**src/rtl/rd_lane_encoder_if.sv**
```systemverilog
`default_nettype none
// ============================================================================
//  Module      : rd_lane_encoder_if
//  Description : Word-side bundle of the RD lane encoder: codeword pairs in,
//                selected codewords, RD state and error status out.
//  Revision    : 1.0 - initial release
// ============================================================================
interface rd_lane_encoder_if #(
    parameter int SYMS  = 2,
    parameter int CNT_W = 8
);
    logic                  enable;
    logic [10*SYMS-1:0]    data_neg;
    logic [10*SYMS-1:0]    data_pos;
    logic [SYMS-1:0]       TXDataK;
    logic                  rd_load;
    logic                  rd_load_val;
    logic [10*SYMS-1:0]    Data_10;
    logic [SYMS-1:0]       TXDataK_out;
    logic                  enable_PMA;
    logic                  rd_state;
    logic                  disp_err;
    logic [CNT_W-1:0]      err_cnt;

    modport master (
        output enable, data_neg, data_pos, TXDataK, rd_load, rd_load_val,
        input  Data_10, TXDataK_out, enable_PMA, rd_state, disp_err, err_cnt
    );

    modport slave (
        input  enable, data_neg, data_pos, TXDataK, rd_load, rd_load_val,
        output Data_10, TXDataK_out, enable_PMA, rd_state, disp_err, err_cnt
    );
endinterface
`default_nettype wire

```
**src/rtl/rd_lane_encoder.sv**
```systemverilog
`default_nettype none
// ============================================================================
//  Module      : rd_lane_encoder
//  Description : Running-disparity selector between the 8b/10b lookup and the
//                serializer; picks RD-/RD+ codewords per symbol and tracks RD.
//  Revision    : 1.0 - initial release
// ============================================================================
module rd_lane_encoder #(
    parameter int SYMS    = 2,
    parameter bit RD_INIT = 1'b0,
    parameter int CNT_W   = 8
) (
    input  logic               Bit_Rate_10,
    input  logic               Rst,
    rd_lane_encoder_if.slave   bus
);

    localparam logic [CNT_W-1:0] c_CNT_MAX = '1;
    localparam logic [CNT_W-1:0] c_CNT_ONE = CNT_W'(1);

    function automatic logic [3:0] popcount10(input logic [9:0] v);
        logic [3:0] n;
        n = 4'd0;
        for (int b = 0; b < 10; b++) begin
            n = n + {3'b000, v[b]};
        end
        return n;
    endfunction

    logic [10*SYMS-1:0] w_sel;
    logic [9:0]         w_cw;
    logic [3:0]         w_ones;
    logic               w_rd_chain;
    logic               w_rd_out;
    logic               w_bad_any;

    logic [10*SYMS-1:0] r_data;
    logic [SYMS-1:0]    r_txk;
    logic               r_pma;
    logic               r_rd;
    logic               r_derr;
    logic [CNT_W-1:0]   r_err_cnt;

    // RD ripples symbol to symbol; symbol 0 leaves the lane first.
    always_comb begin
        w_sel      = '0;
        w_cw       = '0;
        w_ones     = '0;
        w_bad_any  = 1'b0;
        w_rd_chain = bus.rd_load ? bus.rd_load_val : r_rd;
        for (int i = 0; i < SYMS; i++) begin
            w_cw  = w_rd_chain ? bus.data_pos[10*i +: 10] : bus.data_neg[10*i +: 10];
            w_sel[10*i +: 10] = w_cw;
            w_ones = popcount10(w_cw);
            case (w_ones)
                4'd6:    w_rd_chain = 1'b1;
                4'd4:    w_rd_chain = 1'b0;
                4'd5:    w_rd_chain = w_rd_chain;
                default: w_bad_any  = 1'b1;
            endcase
        end
        w_rd_out = w_rd_chain;
    end

    always_ff @(posedge Bit_Rate_10 or negedge Rst) begin
        if (!Rst) begin
            r_data    <= '0;
            r_txk     <= '0;
            r_pma     <= 1'b0;
            r_rd      <= RD_INIT;
            r_derr    <= 1'b0;
            r_err_cnt <= '0;
        end else if (bus.enable) begin
            r_data <= w_sel;
            r_txk  <= bus.TXDataK;
            r_pma  <= 1'b1;
            r_rd   <= w_rd_out;
            r_derr <= w_bad_any;
            if (w_bad_any && (r_err_cnt != c_CNT_MAX)) begin
                r_err_cnt <= r_err_cnt + c_CNT_ONE;
            end
        end else begin
            r_pma  <= 1'b0;
            r_derr <= 1'b0;
            if (bus.rd_load) begin
                r_rd <= bus.rd_load_val;
            end
        end
    end

    assign bus.Data_10     = r_data;
    assign bus.TXDataK_out = r_txk;
    assign bus.enable_PMA  = r_pma;
    assign bus.rd_state    = r_rd;
    assign bus.disp_err    = r_derr;
    assign bus.err_cnt     = r_err_cnt;

endmodule
`default_nettype wire
```
**src/flat_wrapper.sv**
```systemverilog
// flat-port wrapper written by rule: the top's interface ports become plain ports
module rd_lane_encoder_flat 
#(
    parameter int SYMS    = 2,
    parameter bit RD_INIT = 1'b0,
    parameter int CNT_W   = 8
)
  (Bit_Rate_10, Rst, bus_enable, bus_data_neg, bus_data_pos, bus_TXDataK, bus_rd_load, bus_rd_load_val, bus_Data_10, bus_TXDataK_out, bus_enable_PMA, bus_rd_state, bus_disp_err, bus_err_cnt);
  rd_lane_encoder_if #(.SYMS(SYMS), .CNT_W(CNT_W)) bus_i ();
  input  logic Bit_Rate_10;
  input  logic Rst;
  input wire logic [$bits(bus_i.enable)-1:0] bus_enable;
  input wire logic [$bits(bus_i.data_neg)-1:0] bus_data_neg;
  input wire logic [$bits(bus_i.data_pos)-1:0] bus_data_pos;
  input wire logic [$bits(bus_i.TXDataK)-1:0] bus_TXDataK;
  input wire logic [$bits(bus_i.rd_load)-1:0] bus_rd_load;
  input wire logic [$bits(bus_i.rd_load_val)-1:0] bus_rd_load_val;
  output wire logic [$bits(bus_i.Data_10)-1:0] bus_Data_10;
  output wire logic [$bits(bus_i.TXDataK_out)-1:0] bus_TXDataK_out;
  output wire logic [$bits(bus_i.enable_PMA)-1:0] bus_enable_PMA;
  output wire logic [$bits(bus_i.rd_state)-1:0] bus_rd_state;
  output wire logic [$bits(bus_i.disp_err)-1:0] bus_disp_err;
  output wire logic [$bits(bus_i.err_cnt)-1:0] bus_err_cnt;
  assign bus_i.enable = bus_enable;
  assign bus_i.data_neg = bus_data_neg;
  assign bus_i.data_pos = bus_data_pos;
  assign bus_i.TXDataK = bus_TXDataK;
  assign bus_i.rd_load = bus_rd_load;
  assign bus_i.rd_load_val = bus_rd_load_val;
  assign bus_Data_10 = bus_i.Data_10;
  assign bus_TXDataK_out = bus_i.TXDataK_out;
  assign bus_enable_PMA = bus_i.enable_PMA;
  assign bus_rd_state = bus_i.rd_state;
  assign bus_disp_err = bus_i.disp_err;
  assign bus_err_cnt = bus_i.err_cnt;
  rd_lane_encoder #(.SYMS(SYMS), .RD_INIT(RD_INIT), .CNT_W(CNT_W)) u_core (.Bit_Rate_10(Bit_Rate_10), .Rst(Rst), .bus(bus_i));
endmodule
```
**config.mk**
```make
export PLATFORM = sky130hd
export DESIGN_NAME = rd_lane_encoder_flat
export DESIGN_NICKNAME = d
export VERILOG_FILES = /design/src/rtl/rd_lane_encoder_if.sv /design/src/rtl/rd_lane_encoder.sv /design/src/flat_wrapper.sv
export SDC_FILE = /design/constraint.sdc
export NUM_CORES = 1
export LEC_CHECK = 0
export ABC_AREA = 1
export BUFFER_PORTS_ARGS = -buffer_cell sky130_fd_sc_hd__buf_2
export CAP_MARGIN = 25
export CELL_PAD_IN_SITES_DETAIL_PLACEMENT = 0
export CELL_PAD_IN_SITES_GLOBAL_PLACEMENT = 1
export CORE_UTILIZATION = 35
export CTS_CLUSTER_SIZE = 10
export DETAILED_ROUTE_END_ITERATION = 10
export GPL_TIMING_DRIVEN = 0
export PLACE_DENSITY_LB_ADDON = 0.1
export SLEW_MARGIN = 20
export SYNTH_ARGS = -nofsm -noshare
export SYNTH_HDL_FRONTEND = slang
export SYNTH_SLANG_ARGS = --single-unit
```
**constraint.sdc**
```tcl
create_clock -name Bit_Rate_10 -period 10.1 [get_ports Bit_Rate_10]
set_clock_uncertainty 0.15 [all_clocks]
set_input_delay 0.505 -clock Bit_Rate_10 [delete_from_list [all_inputs] [get_ports Bit_Rate_10]]
set_output_delay 0.505 -clock Bit_Rate_10 [all_outputs]
set_load 0.02 [all_outputs]
```
==> impl_summary.md <==
Yosys
Synthesis handed over a netlist of 291 instances. The main flop type after synthesis is sky130_fd_sc_hd__dfrtp_1. The post-synthesis instance area is 0.002412 mm².

In this run, synthesis inferred 0 flip-flops with an integrated enable. After synthesis the netlist holds a flip-flop and latch count of 33. In the synthesized netlist the async set-or-reset flop fraction comes to 100.0%. The average cell area after synthesis is 8.290 µm². The synthesized design devotes to its leading area cell type 34.23% of total area. The yosys synthesis warning count is 0. sky130_fd_sc_hd__dfrtp_1 takes more of the synthesized area than any other cell. Counting instances in the post-synthesis netlist gives the leading cell types as sky130_fd_sc_hd__nand2_1, sky130_fd_sc_hd__inv_1, sky130_fd_sc_hd__dfrtp_1.

For this run, the register share of the synthesized area comes to 34.23%. Counting every net in the synthesized netlist gives 361. By instance count, the leading cell after synthesis is sky130_fd_sc_hd__nand2_1. Yosys mapped the design onto 32 distinct sky130hd cell types. By area the synthesized netlist is led by sky130_fd_sc_hd__dfrtp_1, sky130_fd_sc_hd__nand2_1, sky130_fd_sc_hd__fa_1, sky130_fd_sc_hd__inv_1, sky130_fd_sc_hd__ha_1.

Place
Once placement completed, the tool counted placed cells totaling 447. At the end of routability-driven placement, the weighted congestion stood at 0.7522. Detailed placement ended at an HPWL of 4.369 mm. In this run the tool buffered the top-level ports with 79 buffer cells.

Clocking
In this run, post-CTS repair resized a total of 0 instances. Clock tree synthesis inserted a total of 5 buffers. Clock latency on the worst-skew pair, taken at its later pin, is 0.28 ns.

The H-tree generated during clock tree synthesis spans 2 levels. The CTS root buffer is sky130_fd_sc_hd__clkbuf_8. The number of sinks driven by the clock tree is 33. Buffers added to address setup during post-CTS repair amount to 0. The clock tree from TritonCTS is yes. The longest clock path from root to sink contains 2 buffers. For this design, the CTS-stage hold fixing added 0 buffers.

The post-CTS clock slew at the launch and capture registers of the worst setup and hold paths is 0.08 ns.

Floorplanning
The x dimension of the die is 85.02 µm. The region available for standard cell placement spans 0.006495 mm². The floorplan has 29 rows. The vertical extent of the die is 85.02 µm.

For this design the top-level I/O count stands at 80. The full die area is 0.007228 mm². Once the floorplan was initialized, standard cells occupied 37.14% of the core.

Route
Using the TritonRoute via totals, the vias-per-cell ratio works out to 4.653. The total number of vias is 2117. The total length of routed wires is 5.712 mm. The count of nets left with antenna violations once routing finished came out at 0.

The detailed router finished its first iteration with 68 violations. In the routed design, unresolved DRC markers number 0. The number of iterations in the first detailed-routing pass is 4. The wire length per cell after detailed routing is 12.55 µm.

Worst setup path
Of all nets on the critical path, the largest fanout is 10. The worst setup path is launched from a register. By startpoint and endpoint, the worst setup path is classified as register to register. On the worst path, the slowest cell contributes a delay of 0.53 ns.

The kind of end point of the critical path is a register. The data arrival time of the worst path is 8.18 ns. STA puts the critical path data required time at 10.17 ns. The cell repeated most along the worst path is sky130_fd_sc_hd__fa_1. For this design, the slowest cell found on the critical path is sky130_fd_sc_hd__fa_1.

STA
The ratio of final minimum period to clock period is 80.28%. Setup repair after global routing left no endpoint under its margin. The maximum clock rate is 123.3 MHz. The normalized max-slew margin is 47.17%. Setup violations remaining at the end of the flow were counted as 0.

The final number of hold-violating endpoints is 0. After routing, the total negative slack on setup checks comes to 0 ns. The pin slew with the least headroom to its limit is 0.7925 ns. The clock period minus final worst setup slack is 8.108 ns. The max-slew violation total from the final report is 0.

Final layout
Excluding fillers, the count of instances in the completed layout stands at 455. In the final design database the tool counted 447 nets. From synthesis to final layout, the design area changed by 25.93%. In the final layout, the share of cells above drive strength 1 is 30.95%. Counting the fill cells in the layout gives 672. The count of antenna diodes in the layout is 0.

Global route
The number of global-route vias before repair is 2059. The first global-routing pass estimated 9.832 mm of wire. The number of antenna violations at the first check in global routing is 0. The maximum number of pins on one net before global-route repair is 34.

The overall fraction of global-route tracks in use is 17.31%. The total overflow left after global routing is 0.

Worst hold path
In this run the worst hold path is classified as primary input to asynchronous set/reset pin.

Flow run
The number of max-cap violations is 0.

Status
The run finished with clean final reports.
sequential cells by signal, summed over array words and instances, names as in the netlist:
register / flops
u_core.bus.Data_10: 20
u_core.bus.err_cnt: 8
u_core.bus.TXDataK_out: 2
u_core.bus.disp_err: 1
u_core.bus.enable_PMA: 1
u_core.bus.rd_state: 1
critical path: cells and delay by family (launching register included):
family	cells	cell delay (ns)
fa+ha+maj	12	4.85
simple gates	10	1.27
compound gates	2	0.57
buf+inv	8	0.53
flops	1	0.40
xor+xnor	1	0.28
stage by stage:
stage | area [µm²] | util, % | worst slack [ns] | hold WS [ns]
4_1_cts | 3038 | 46.77 | 1.939 | 0.1803
3_5_place_dp | 2904 | 44.71 | 1.718 | 0.3047
3_3_place_gp | 2904 | 44.71 | 1.738 | 0.3015
2_1_floorplan | 2412 | - | 2.369 | 0.05941
5_1_grt | 3038 | 46.77 | 1.550 | 0.1904
6_report | 3038 | 46.77 | 1.992 | 0.1491
layer usage:
| layer | track usage [%] | vias up | share of wire [%] | wire, µm |
|---|---|---|---|---|
| li1 | - | 1095 | - | - |
| met1 | 24.66 | 962 | 49 | 2786 |
| met2 | 27.20 | 56 | 45 | 2586 |
| met3 | 2.724 | 4 | 5.0 | 288 |
| met4 | 5.085 | 0 | 0.88 | 50 |
| met5 | 0 | - | 0 | 0 |
cells by family (layout without fill, tap and decap cells):
group	after synthesis	count (layout)	share of synthesized area, %
buffers and inverters	53	140	9.491
multiplexers	4	4	1.660
XOR/XNOR	7	7	2.853
adder cells (fa/ha/maj)	23	23	15.66
AND/OR/NAND/NOR	156	156	32.37
AO/OA/AOI/OAI	15	15	3.734
flip-flops	33	33	34.23
final timing paths:
check	slack (ns)	from	cells after the start	to
worst min-delay path	0.15	Rst	1	u_core.bus.Data_10[17]$_DFFE_PN0P_
max in group asynchronous	9.15	Rst	1	u_core.bus.Data_10[5]$_DFFE_PN0P_
min in group Bit_Rate_10	0.20	bus_enable	1	u_core.bus.enable_PMA$_DFF_PN0_
worst min register to register	0.32	u_core.bus.TXDataK_out[0]$_DFFE_PN0P_	2	u_core.bus.TXDataK_out[0]$_DFFE_PN0P_
worst max-delay path	1.99	u_core.bus.rd_state$_DFF_PN0_	33	u_core.bus.err_cnt[4]$_DFFE_PN0P_
worst max register to register	1.99	u_core.bus.rd_state$_DFF_PN0_	33	u_core.bus.err_cnt[4]$_DFFE_PN0P_
placed cells by master (no fill, tap or decap), drive strengths merged:
master and instances:
a21oi 1, a22oi 1, a31oi 7, and2 5, buf 85, bufinv 2, clkbuf 8, clkinv 1
dfrtp 33, fa 12, ha 11, inv 44, mux2i 4, nand2 87, nand3 41, nand4 8
nor2 14, nor3 1, o21ai 6, xnor2 4, xor2 3
layout make-up:
class                      count  area [µm²]  share of cell area [%]
buffer                         9       63.81                   2.100
tap                           77       96.34                   3.171
sequential                    33       825.8                   27.18
multi-input combinational    205        1358                   44.69
timing repair buffer          79       395.4                   13.01
clock inverter                 3       65.06                   2.142
inverter                      44       165.2                   5.437
clock buffer                   5       68.82                   2.265
Power is left out: the tool's default activity adds up to more than one toggle a clock period on the data nets, which glitch-free logic cannot reach.
